## src/rtl/cpu_pkg.sv

```systemverilog
// Shared CPU constants for the fetch front end: opcode/funct/REGIMM codes,
// the PC generator state enum and the default reset vector.
package cpu_pkg;

  localparam int unsigned XLEN = 32;

  localparam logic [XLEN-1:0] RESET_PC_DEF = 32'hBFC0_0000;

  localparam logic [5:0] OP_SPECIAL = 6'h00;
  localparam logic [5:0] OP_REGIMM  = 6'h01;
  localparam logic [5:0] OP_J       = 6'h02;
  localparam logic [5:0] OP_JAL     = 6'h03;
  localparam logic [5:0] OP_BEQ     = 6'h04;
  localparam logic [5:0] OP_BNE     = 6'h05;
  localparam logic [5:0] OP_BLEZ    = 6'h06;
  localparam logic [5:0] OP_BGTZ    = 6'h07;

  localparam logic [5:0] FN_JR      = 6'h08;
  localparam logic [5:0] FN_JALR    = 6'h09;

  localparam logic [4:0] RT_BLTZ    = 5'h00;
  localparam logic [4:0] RT_BGEZ    = 5'h01;
  localparam logic [4:0] RT_BLTZAL  = 5'h10;
  localparam logic [4:0] RT_BGEZAL  = 5'h11;

  typedef enum logic [1:0] {
    BOOT    = 2'd0,
    RUN     = 2'd1,
    WAIT_DS = 2'd2
  } pc_state_e;

  // Sign-extended, word-scaled 16-bit branch displacement.
  function automatic logic [XLEN-1:0] br_offset(input logic [15:0] imm);
    return {{14{imm[15]}}, imm, 2'b00};
  endfunction

endpackage

```

## src/rtl/br_resolve.sv

```systemverilog
// Combinational control-transfer resolver: decodes the instruction at the
// decode stage, evaluates its condition and forms its target address.
module br_resolve
  import cpu_pkg::*;
(
  input  logic [XLEN-1:0] instr,
  input  logic [XLEN-1:0] pc,
  input  logic [XLEN-1:0] rs,
  input  logic [XLEN-1:0] rt,
  output logic            taken_c,
  output logic [XLEN-1:0] target_c
);

  logic [5:0]      op;
  logic [5:0]      funct;
  logic [4:0]      rt_code;
  logic            rs_neg;
  logic            rs_zero;
  logic [XLEN-1:0] br_tgt;
  logic [XLEN-1:0] j_tgt;

  assign op      = instr[31:26];
  assign funct   = instr[5:0];
  assign rt_code = instr[20:16];
  assign rs_neg  = rs[XLEN-1];
  assign rs_zero = (rs == '0);
  assign br_tgt  = pc + XLEN'(4) + br_offset(instr[15:0]);
  assign j_tgt   = {pc[31:28], instr[25:0], 2'b00};

  // Signed compares against zero reduce to the sign bit and a zero test.
  always_comb begin
    taken_c  = 1'b0;
    target_c = br_tgt;
    case (op)
      OP_SPECIAL: begin
        if (funct == FN_JR || funct == FN_JALR) begin
          taken_c  = 1'b1;
          target_c = rs;
        end
      end
      OP_REGIMM: begin
        case (rt_code)
          RT_BLTZ, RT_BLTZAL: taken_c = rs_neg;
          RT_BGEZ, RT_BGEZAL: taken_c = ~rs_neg;
          default:            taken_c = 1'b0;
        endcase
      end
      OP_J, OP_JAL: begin
        taken_c  = 1'b1;
        target_c = j_tgt;
      end
      OP_BEQ:  taken_c = (rs == rt);
      OP_BNE:  taken_c = (rs != rt);
      OP_BLEZ: taken_c = rs_neg | rs_zero;
      OP_BGTZ: taken_c = ~rs_neg & ~rs_zero;
      default: taken_c = 1'b0;
    endcase
  end

endmodule

```

## src/rtl/pc_gen.sv

```systemverilog
// Fetch PC generator with delay-slot handling and exception redirect.
// Optional saturating perf counters are built when PC_GEN_PERF_EN is defined.
module pc_gen
  import cpu_pkg::*;
#(
  parameter logic [31:0] RESET_PC = RESET_PC_DEF,
  parameter int unsigned PERF_W   = 32
) (
  input  logic        clk,
  input  logic        resetn,
  output logic [31:0] pc_o,
  output logic        pc_valid_o,
  input  logic        pc_ready_i,
  input  logic        br_valid_i,
  input  logic [31:0] br_instr_i,
  input  logic [31:0] br_pc_i,
  input  logic [31:0] rs_data_i,
  input  logic [31:0] rt_data_i,
  input  logic        exp_flush_i,
  input  logic [31:0] exp_pc_i,
  output logic        pc_adel_o
`ifdef PC_GEN_PERF_EN
  ,
  output logic [PERF_W-1:0] perf_taken_o,
  output logic [PERF_W-1:0] perf_flush_o
`endif
);

  if (PERF_W == 0) begin : g_bad_perf_w
    $error("PERF_W must be at least 1");
  end

  pc_state_e   state_q;
  pc_state_e   state_d;
  logic [31:0] pc_d;
  logic [31:0] tgt_q;
  logic [31:0] tgt_d;
  logic        valid_d;
  logic        taken_c;
  logic [31:0] target_c;
  logic        accept;
  logic        br_hit;
  logic        ds_pending;
  logic        taken_ev;

  br_resolve u_br_resolve (
    .instr    (br_instr_i),
    .pc       (br_pc_i),
    .rs       (rs_data_i),
    .rt       (rt_data_i),
    .taken_c  (taken_c),
    .target_c (target_c)
  );

  assign accept     = pc_valid_o & pc_ready_i;
  assign br_hit     = br_valid_i & taken_c;
  // Delay slot still unfetched: it is on pc_o and is not being accepted now.
  assign ds_pending = (pc_o == br_pc_i + 32'd4) & ~accept;

  always_ff @(posedge clk or negedge resetn) begin
    if (!resetn) state_q <= BOOT;
    else         state_q <= state_d;
  end

  always_comb begin
    state_d = state_q;
    if (exp_flush_i) begin
      state_d = RUN;
    end else begin
      case (state_q)
        BOOT:    state_d = RUN;
        RUN:     if (br_hit && ds_pending) state_d = WAIT_DS;
        WAIT_DS: if (accept) state_d = RUN;
        default: state_d = BOOT;
      endcase
    end
  end

  // Next PC / latched target; a redirect overrides any branch this cycle.
  always_comb begin
    pc_d     = pc_o;
    tgt_d    = tgt_q;
    taken_ev = 1'b0;
    if (exp_flush_i) begin
      pc_d  = exp_pc_i;
      tgt_d = '0;
    end else begin
      case (state_q)
        RUN: begin
          if (br_hit) begin
            taken_ev = 1'b1;
            if (ds_pending) tgt_d = target_c;
            else            pc_d  = target_c;
          end else if (accept) begin
            pc_d = pc_o + 32'd4;
          end
        end
        WAIT_DS: begin
          if (accept) begin
            pc_d  = tgt_q;
            tgt_d = '0;
          end
        end
        default: ;
      endcase
    end
    valid_d = (state_d != BOOT);
  end

  always_ff @(posedge clk or negedge resetn) begin
    if (!resetn) begin
      pc_o       <= RESET_PC;
      pc_valid_o <= 1'b0;
      tgt_q      <= '0;
    end else begin
      pc_o       <= pc_d;
      pc_valid_o <= valid_d;
      tgt_q      <= tgt_d;
    end
  end

  assign pc_adel_o = |pc_o[1:0];

`ifdef PC_GEN_PERF_EN
  always_ff @(posedge clk or negedge resetn) begin
    if (!resetn) begin
      perf_taken_o <= '0;
      perf_flush_o <= '0;
    end else begin
      if (taken_ev && !(&perf_taken_o))    perf_taken_o <= perf_taken_o + PERF_W'(1);
      if (exp_flush_i && !(&perf_flush_o)) perf_flush_o <= perf_flush_o + PERF_W'(1);
    end
  end
`endif

endmodule

```

## config.mk

```make
export PLATFORM = sky130hd
export DESIGN_NAME = pc_gen
export DESIGN_NICKNAME = d
export VERILOG_FILES = /design/src/rtl/cpu_pkg.sv /design/src/rtl/br_resolve.sv /design/src/rtl/pc_gen.sv
export SDC_FILE = /design/constraint.sdc
export NUM_CORES = 1
export LEC_CHECK = 0
export BUFFER_PORTS_ARGS = -buffer_cell sky130_fd_sc_hd__buf_2
export CELL_PAD_IN_SITES_DETAIL_PLACEMENT = 1
export CELL_PAD_IN_SITES_GLOBAL_PLACEMENT = 2
export CORE_MARGIN = 2
export CORE_UTILIZATION = 34
export CTS_CLUSTER_SIZE = 14
export DETAILED_ROUTE_END_ITERATION = 6
export PLACE_DENSITY = 0.88
export SKIP_LAST_GASP = 1
export SYNTH_ARGS = -nofsm -noshare
export SYNTH_HDL_FRONTEND = slang
export SYNTH_HIERARCHICAL = 1
export SYNTH_SLANG_ARGS = --single-unit
```

## constraint.sdc

```tcl
create_clock -name clk -period 5.2 [get_ports clk]
set_clock_uncertainty 0.2 [all_clocks]
set_input_delay 0.52 -clock clk [delete_from_list [all_inputs] [get_ports clk]]
set_output_delay 0.52 -clock clk [all_outputs]
set_load 0.01 [all_outputs]
```

==> flow_metrics.env, run 1 <==
export IMPL_status="finished clean"
export IMPL_switchingPower_uw=947
export IMPL_path_class="in2reg"
export IMPL_die_h_um=162
export IMPL_period_share=0.896
export IMPL_synth_area_mm2=0.00845
export IMPL_fin_nets=1501
export IMPL_cts_tree="done"
export IMPL_clk_latency_ns=0.34
export IMPL_period_minus_slack_ns=4.66
export IMPL_root_buffer="clkbuf_16"
export IMPL_viasPerCell=5.78
export IMPL_p_int_uw=1320
export IMPL_areaGrowthSynthToFinish_pct=17.8
export IMPL_powerDensity_mw_per_mm2=228
export IMPL_relSlewSlack=0.236
export IMPL_synth_async_sr_flop_share=1.00
export IMPL_layout_drive_gt1_share=0.204
export IMPL_std_cell_rows=57
export IMPL_cts_resized=0
export IMPL_track_usage=0.273
export IMPL_hold_buffers=0
export IMPL_grt_pass1_wl_um=55700
export IMPL_r2r_start="pc_o[11]"
export IMPL_portBuffers=198
export IMPL_grt_overflow=0
export IMPL_p_leak_uw=0.00450
export IMPL_cts_buffers=9
export IMPL_irDropWorstVdd_uv=121
export IMPL_path_cells="buf_2, xor2_1, nor4_1, nand4_1, o31ai_1, xnor2_1, nand2_1, o311a_1, nand2_1, a221oi_1, nand4_1, a2111oi_0, nand4b_1, nor4_4, o21ai_4, buf_4, o21ai_0, o21ai_1"
export IMPL_cts_sinks=67
export IMPL_tightest_slew_ns=1.14
export IMPL_clk_path_buf_depth=2
export IMPL_syn_instance_count=1118
export IMPL_critical_path_max_stage_delay_ns=0.64
export IMPL_setup_worst_path_start="rs_data_i[7]"
export IMPL_drtAntennaViolNets=0
export IMPL_drv_cap=0
export IMPL_cts_clk_slew_worst_paths_ns=0.05
export IMPL_startpoint_type="primary input"
export IMPL_drt_total_wl_um=35900
export IMPL_gp_congestion=0.940
export IMPL_crit_slowest_cell="a2111oi_0"
export IMPL_fillers=3129
export IMPL_hold_viol_final=0
export IMPL_vias=9295
export IMPL_syn_area_per_cell_um2=7.56
export IMPL_yosysWarnings=6
export IMPL_crit_fanout=41
export IMPL_htree_levels=3
export IMPL_cp_required_ns=5.22
export IMPL_rsz0062_at_grt="no"
export IMPL_cts_setup_buffers=0
export IMPL_p_clk_frac=0.248
export IMPL_die_x_um=162
export IMPL_final_cell_area_mm2=0.00996
export IMPL_ys_ff_latch=67
export IMPL_endpoint_kind="flip-flop"
export IMPL_initial_core_util=0.347
export IMPL_dpl_cell_area_mm2=0.00969
export IMPL_drtPass1Iterations=5
export IMPL_grt_pass1_vias=9505
export IMPL_place_hpwl_um=28200
export IMPL_core_area_mm2=0.0244
export IMPL_final_max_slew_viol_count=0
export IMPL_ys_seq_area_frac=0.200
export IMPL_switching_share=0.417
export IMPL_ys_types=87
export IMPL_remaining_drc_errors=0
export IMPL_antenna_found_initial=4
export IMPL_synth_edf_count=0
export IMPL_ys_flop_type="dfrtp_1"
export IMPL_critical_path_arrival_ns=4.68
export IMPL_p_comb_frac=0.460
export IMPL_drt_iter0_markers=609
export IMPL_hp_class="in2async"
export IMPL_syn_nets=1343
export IMPL_die_area_mm2=0.0261
export IMPL_tns_ns=0
export IMPL_grt_max_degree=59
export IMPL_finalSetupViolCount=0
export IMPL_io_pins=199
export IMPL_wl_per_cell_um=22.3
export IMPL_fmax_mhz=215
export IMPL_p_seq_frac=0.292
[power groups by stage]
stage | Clock, uW | Combinational (uW) | Sequential (uW)
after floorplan | 0 | 659 | 636
after global placement | 0 | 1010 | 670
after detailed placement | 0 | 1030 | 672
after CTS | 574 | 1040 | 664
after global routing | 596 | 1140 | 671
final | 563 | 1040 | 662
[area by class of cell]
type | instances | area, um^2 | share of cell area
Timing Repair Buffer | 211 | 1090 | 0.109
Multi-Input combinational cell | 966 | 6430 | 0.645
Inverter | 21 | 78.8 | 0.00791
Clock buffer | 16 | 262 | 0.0263
Sequential cell | 67 | 1690 | 0.169
Tap cell | 324 | 405 | 0.0407
Antenna cell | 4 | 10.0 | 0.00100
[synth_stat cells, drive strengths merged, types with 26 or more instances]
cell / n / area, um^2
nand3: 30 / 155
o22ai: 32 / 200
nor4: 26 / 199
ha: 59 / 738
xor2: 63 / 552
dfrtp: 58 / 1450
mux2i: 39 / 390
clkbuf: 49 / 184
a21oi: 99 / 503
o21ai: 92 / 464
nand2: 158 / 596
xnor2: 52 / 455
nor2: 77 / 289
[worst paths after layout]
kind	to	slack, ns	cells after the start
max	pc_o[21]	0.54	18
min	pc_o[21]	0.10	1
max reg2reg	pc_o[21]	1.45	10
min reg2reg	tgt_q[10]	0.33	2
max in group asynchronous	pc_o[6]	3.73	2
min in group clk	pc_o[13]	0.28	3
[registers in the layout, indices dropped and copies added (netlist names)]
signal and count:
tgt_q 32, pc_o 32, state_q 2, pc_valid_o 1
[routing by layer]
layer	vias to the layer above	wire [um]	track usage
met3	58	1440	0.0286
met5	-	0	0
met2	254	16900	0.456
li1	4446	-	-
met4	0	1480	0.109
met1	4537	16100	0.361
[cells in the final DEF, fill, tap and decap left out, types with 7 or more instances in the layout]
cell type and count:
a211oi_1 12, a21o_1 15, a21oi_1 97, a22oi_1 10, and2_1 9, and3_1 12, and4_1 12, buf_2 198
buf_4 13, clkbuf_16 9, dfrtp_1 58, dfstp_2 9, ha_1 59, inv_1 20, mux2i_1 39, nand2_1 157
nand2b_1 14, nand3_1 29, nand4_1 22, nor2_1 76, nor3_1 11, nor4_1 22, o211ai_1 14, o21a_1 7
o21ai_0 81, o21ai_1 10, o22ai_1 32, or3_1 9, xnor2_1 52, xor2_1 63
[logic make-up after synthesis]
kind of cell / synth area share
and+or+nand+nor: 0.238
AOI/OAI and AO/OA: 0.259
xor gates and xnor gates: 0.119
buffers and inverters: 0.0428
DFF: 0.200
adders and majority gates: 0.0897
muxes: 0.0515
[critical path: cells and delay by family]
family          cells  cell delay (ns)
simple gates        7             1.48
buf+inv             2             0.47
xor+xnor            2             0.26
compound gates      7             1.93
[stage by stage]
stage / util / worst slack [ns] / cells / hold slack [ns] / total power (uW)
6_report: 0.408 / 0.540 / 1609 / 0.103 / 2270
4_1_cts: 0.408 / 0.558 / 1605 / 0.151 / 2280
3_3_place_gp: 0.397 / 0.523 / 1589 / 0.311 / 1680
5_1_grt: 0.408 / 0.198 / 1609 / 0.174 / 2410
3_5_place_dp: 0.397 / 0.215 / 1589 / 0.314 / 1700
2_1_floorplan: - / 1.37 / 1118 / 0.0244 / 1300
(Power assumes the default switching activity.)
==> inputs of run 2 (changes only) <==
--- a/config.mk
+++ b/config.mk
@@ -9,10 +9,10 @@
 export CELL_PAD_IN_SITES_DETAIL_PLACEMENT = 1
 export CELL_PAD_IN_SITES_GLOBAL_PLACEMENT = 2
 export CORE_MARGIN = 2
-export CORE_UTILIZATION = 34
+export CORE_UTILIZATION = 31
 export CTS_CLUSTER_SIZE = 14
 export DETAILED_ROUTE_END_ITERATION = 6
-export PLACE_DENSITY = 0.88
+export PLACE_DENSITY = 0.82
 export SKIP_LAST_GASP = 1
 export SYNTH_ARGS = -nofsm -noshare
 export SYNTH_HDL_FRONTEND = slang
==> constraint.sdc (replaced) <==
create_clock -name clk -period 4.65 [get_ports clk]
set_clock_uncertainty 0.2 [all_clocks]
set_input_delay 0.465 -clock clk [delete_from_list [all_inputs] [get_ports clk]]
set_output_delay 0.465 -clock clk [all_outputs]
set_load 0.01 [all_outputs]
==> flow_metrics.env, run 2 (synthesis results as in run 1) <==
export IMPL_portBuffers=198
export IMPL_remaining_drc_errors=0
export IMPL_clk_path_buf_depth=2
export IMPL_power_uw=2610
export IMPL_rsz0062_at_grt="no"
export IMPL_fmax_mhz=236
export IMPL_finalSetupViolCount=0
export IMPL_irDropWorstVdd_uv=127
export IMPL_powerDensity_mw_per_mm2=256
export IMPL_met3_length_um=1560
export IMPL_die_h_um=169
export IMPL_final_max_slew_viol_count=0
export IMPL_finish_utilization=0.379
export IMPL_fin_nets=1521
export IMPL_wl_per_cell_um=22.3
export IMPL_grt_overflow=0
export IMPL_cts_tree="done"
export IMPL_crit_slowest_cell="o41ai_1"
export IMPL_dpl_worst_slack_ns=-0.0214
export IMPL_areaGrowthSynthToFinish_pct=20.4
export IMPL_hp_class="in2async"
export IMPL_crit_fanout=4
export IMPL_drtPass1Iterations=5
export IMPL_layout_commonest_cell="buf_2"
export IMPL_grt_pass1_vias=9464
export IMPL_cp_required_ns=4.68
export IMPL_fin_ws_ns=0.412
export IMPL_status="finished clean"
export IMPL_endpoint_kind="flip-flop"
export IMPL_place_hpwl_um=29200
export IMPL_relSlewSlack=0.293
export IMPL_grt_max_degree=59
export IMPL_drtAntennaViolNets=0
export IMPL_drv_cap=0
export IMPL_track_usage=0.253
export IMPL_grt_pass1_wl_um=56100
export IMPL_initial_core_util=0.315
export IMPL_tightest_slew_ns=1.06
export IMPL_startpoint_type="primary input"
export IMPL_io_pins=199
export IMPL_die_area_mm2=0.0286
export IMPL_path_class="in2reg"
export IMPL_core_area_mm2=0.0269
export IMPL_top_layer_used="met4"
export IMPL_period_minus_slack_ns=4.24
export IMPL_wl_met1_um=16600
export IMPL_drt_total_wl_um=36700
export IMPL_met2_length_um=17100
export IMPL_cts_clk_slew_worst_paths_ns=0.06
export IMPL_root_buffer="clkbuf_16"
export IMPL_reg_top3="pc_o (32), tgt_q (32), state_q (2)"
export IMPL_mostFrequentLayoutCells="198 x buf_2, 157 x nand2_1, 97 x a21oi_1"
export IMPL_htree_levels=3
export IMPL_cts_sinks=67
export IMPL_clk_latency_ns=0.34
export IMPL_tns_ns=0
export IMPL_critical_path_max_stage_delay_ns=0.49
export IMPL_layout_drive_gt1_share=0.219
export IMPL_antenna_found_initial=3
export IMPL_p_leak_uw=0.00462
export IMPL_cts_buffers=9
export IMPL_instances_no_fill=1645
export IMPL_gp_congestion=0.927
export IMPL_drt_iter0_markers=541
export IMPL_path_cells="buf_2, ha_1, ha_1, a211oi_1, o211ai_1, a21oi_1, o31ai_1, buf_4, o41ai_1, o21ai_0, xnor2_1, a22oi_1, o21ai_0, a21oi_1, a211oi_1, o21ai_1, o21a_1"
export IMPL_hold_viol_final=0
export IMPL_period_share=0.911
export IMPL_die_x_um=169
export IMPL_dpl_cell_count=1626
export IMPL_std_cell_rows=60
export IMPL_critical_path_arrival_ns=4.27
export IMPL_viasPerCell=5.78
export IMPL_vias=9503
==> run 2: cell count changes in the layout (fill, tap and decap cells not counted) <==
cell and delta:
a2111oi_0 -1, a2111oi_1 +1, buf_12 +1, buf_4 +19, clkbuf_1 -4, clkbuf_8 +3, clkinv_2 +1, diode_2 -1
==> run 2: layer usage <==
layer | GRT usage | vias to the layer above
met4 | 0.101 | 0
met3 | 0.0273 | 63
met2 | 0.415 | 248
met5 | 0 | -
met1 | 0.340 | 4701
li1 | - | 4491
==> run 2: power by group <==
part / switching, uW / internal (uW)
logic: 703 / 483
registers: 109 / 633
clock network: 262 / 419
total: 1070 / 1540
==> run 2: critical path: cells and delay by family <==
family                     cells  cell delay (ns)
xor gates and xnor gates       1             0.22
adders and majority gates      2             0.64
AOI/OAI and AO/OA             12             2.64
buffers and inverters          2             0.29
==> run 2: stage by stage <==
| step | instance area [um^2] | hold WS [ns] |
|---|---|---|
| finish | 10200 | 0.0247 |
| global route | 10200 | 0.0895 |
| global placement | 9870 | 0.311 |
| detailed placement | 9870 | 0.322 |
| floorplan | 8450 | -0.0306 |
| CTS | 10200 | 0.0580 |
==> run 2: path summary, 6_finish.rpt <==
check	slack, ns	start	cells after the start	to
worst min-delay path	0.02	resetn	1	pc_o[21]
max in group asynchronous	3.23	resetn	2	tgt_q[8]
min in group clk	0.20	exp_pc_i[13]	3	pc_o[13]
worst max-delay path	0.41	br_instr_i[2]	17	pc_o[30]
worst min register to register	0.33	tgt_q[17]	2	tgt_q[17]
worst max register to register	1.31	pc_o[11]	9	pc_o[1]
==> run 2: area by class of cell <==
cell class / instances / area [um^2]
fill: 3396 / 16700
multi-input combinational: 966 / 6430
sequential: 67 / 1690
timing repair buffer: 231 / 1250
tap: 341 / 427
clock buffer: 15 / 288
inverter: 21 / 78.8
antenna: 3 / 7.51
clock inverter: 1 / 5.00
==> run 2: what timing repair did <==
| item | 4_1_cts | 5_1_grt |
|---|---|---|
| resized for setup | 0 | 1 |
| setup buffers | 0 | 0 |
| setup endpoints to repair | 0 | 9 |
| hold buffers | 0 | 0 |
==> inputs of run 3 (changes only) <==
--- a/config.mk
+++ b/config.mk
@@ -6,7 +6,7 @@
 export NUM_CORES = 1
 export LEC_CHECK = 0
 export BUFFER_PORTS_ARGS = -buffer_cell sky130_fd_sc_hd__buf_2
-export CELL_PAD_IN_SITES_DETAIL_PLACEMENT = 1
+export CELL_PAD_IN_SITES_DETAIL_PLACEMENT = 2
 export CELL_PAD_IN_SITES_GLOBAL_PLACEMENT = 2
 export CORE_MARGIN = 2
 export CORE_UTILIZATION = 31
==> flow_metrics.env, run 3 (synthesis results as in run 1) <==
export IMPL_cp_required_ns=4.67
export IMPL_cts_tree="done"
export IMPL_reg2reg_depth=10
export IMPL_drtAntennaViolNets=0
export IMPL_die_h_um=169
export IMPL_mostFrequentLayoutCells="198 x buf_2, 157 x nand2_1, 97 x a21oi_1"
export IMPL_drt_total_wl_um=40400
export IMPL_htree_levels=3
export IMPL_r2r_end="pc_o[21]"
export IMPL_portBuffers=198
export IMPL_cts_clk_slew_worst_paths_ns=0.06
export IMPL_cts_buffers=9
export IMPL_relSlewSlack=0.295
export IMPL_irDropWorstVdd_uv=138
export IMPL_startpoint_type="primary input"
export IMPL_power_uw=2660
export IMPL_grt_max_degree=59
export IMPL_critical_path_arrival_ns=4.24
export IMPL_critical_path_max_stage_delay_ns=0.48
export IMPL_hold_viol_final=0
export IMPL_powerDensity_mw_per_mm2=261
export IMPL_p_leak_uw=0.00462
export IMPL_clk_path_buf_depth=2
export IMPL_die_area_mm2=0.0286
export IMPL_crit_family="compound AO/OA/AOI/OAI gates"
export IMPL_io_pins=199
export IMPL_period_minus_slack_ns=4.22
export IMPL_rsz0062_at_grt="no"
export IMPL_path_class="in2reg"
export IMPL_remaining_drc_errors=0
export IMPL_wl_per_cell_um=24.6
export IMPL_reg2reg_setup_slack_ns=1.32
export IMPL_fillers=3240
export IMPL_vias=9790
export IMPL_grt_overflow=0
export IMPL_core_area_mm2=0.0269
export IMPL_period_share=0.908
export IMPL_drt_iter0_markers=546
export IMPL_endpoint_kind="flip-flop"
export IMPL_hold_buffers=0
export IMPL_layout_commonest_cell="buf_2"
export IMPL_status="finished clean"
export IMPL_timing_critical_path_buf_inv=2
export IMPL_root_buffer="clkbuf_16"
export IMPL_final_max_slew_viol_count=0
export IMPL_setup_worst_path_start="rs_data_i[6]"
export IMPL_hp_class="in2async"
export IMPL_grt_pass1_vias=10540
export IMPL_r2r_start="pc_o[11]"
export IMPL_die_x_um=169
export IMPL_dpl_cell_area_mm2=0.00987
export IMPL_antenna_found_initial=4
export IMPL_gp_congestion=0.927
export IMPL_areaGrowthSynthToFinish_pct=20.5
export IMPL_crit_slowest_cell="nor4_4"
export IMPL_fmax_mhz=237
export IMPL_cts_sinks=67
export IMPL_layout_drive_gt1_share=0.220
export IMPL_clk_latency_ns=0.34
export IMPL_viasPerCell=5.95
export IMPL_path_cells="buf_2, xor2_1, nor4_1, nand4_1, o31ai_1, xnor2_1, nand2_1, o311a_1, nand2_1, a221oi_1, nand4_1, a2111oi_2, nand4b_1, nor4_4, o21ai_4, buf_4, o21ai_0, o21ai_1"
export IMPL_finalSetupViolCount=0
export IMPL_std_cell_rows=60
export IMPL_drv_cap=0
export IMPL_fin_nets=1521
export IMPL_drtPass1Iterations=7
export IMPL_tns_ns=0
export IMPL_final_cell_area_mm2=0.0102
export IMPL_tightest_slew_ns=1.06
export IMPL_reg_top3="pc_o (32), tgt_q (32), state_q (2)"
export IMPL_place_hpwl_um=32000
export IMPL_crit_fanout=22
export IMPL_grt_pass1_wl_um=62400
export IMPL_initial_core_util=0.315
export IMPL_track_usage=0.282
[run 3: cell count changes in the layout (fill, tap and decap cells not counted)]
cell,before,now
a2111oi_1,1,0
a2111oi_2,1,2
diode_2,3,4
[run 3: area by class of cell]
class / count / area (um^2) / area share
Sequential cell: 67 / 1690 / 0.166
Inverter: 21 / 78.8 / 0.00774
Clock buffer: 15 / 288 / 0.0283
Multi-Input combinational cell: 966 / 6430 / 0.632
Antenna cell: 4 / 10.0 / 0.000983
Tap cell: 341 / 427 / 0.0419
Clock inverter: 1 / 5.00 / 0.000492
Timing Repair Buffer: 231 / 1250 / 0.123
[run 3: how the worst max path moves through the flow]
stage          slack [ns]        to  cells after the start
4_1_cts              0.27  pc_o[21]                     18
2_1_floorplan        0.88  pc_o[18]                     16
5_1_grt              0.12  pc_o[21]                     18
3_3_place_gp         0.18  pc_o[28]                     17
3_5_place_dp        -0.04  pc_o[21]                     18
6_report             0.43  pc_o[21]                     18
[run 3: power breakdown]
part,total [uW],switching [uW],internal (uW)
Sequential,742,109,633
Clock,685,266,419
Combinational,1230,745,485
[run 3: worst register-to-register path: cells and delay by family (launching register included)]
kind            cells  cell delay [ns]
compound gates      5             1.17
xor+xnor            1             0.24
buf+inv             1             0.26
flops               1             0.50
simple gates        3             0.84
[run 3: metal layers]
metal | vias to the layer above | global-route usage | wire length (um)
met5 | - | 0 | 0
li1 | 4482 | - | -
met4 | 0 | 0.128 | 1780
met2 | 247 | 0.476 | 19600
met3 | 70 | 0.0299 | 1390
met1 | 4991 | 0.363 | 17600
[run 3: timing repair]
action	4_1_cts	5_1_grt
gates resized for setup	0	2
setup endpoints to repair	0	11
buffers inserted	0	0
[run 3: metrics by stage]
stage,std cells,utilization,hold slack [ns],setup slack [ns]
after global placement,1626,0.367,0.311,0.180
final,1646,0.379,0.0218,0.428
after CTS,1642,0.378,0.0415,0.267
after global routing,1646,0.379,0.0874,0.117
after floorplan,1118,-,-0.0306,0.879
after detailed placement,1626,0.367,0.327,-0.0390
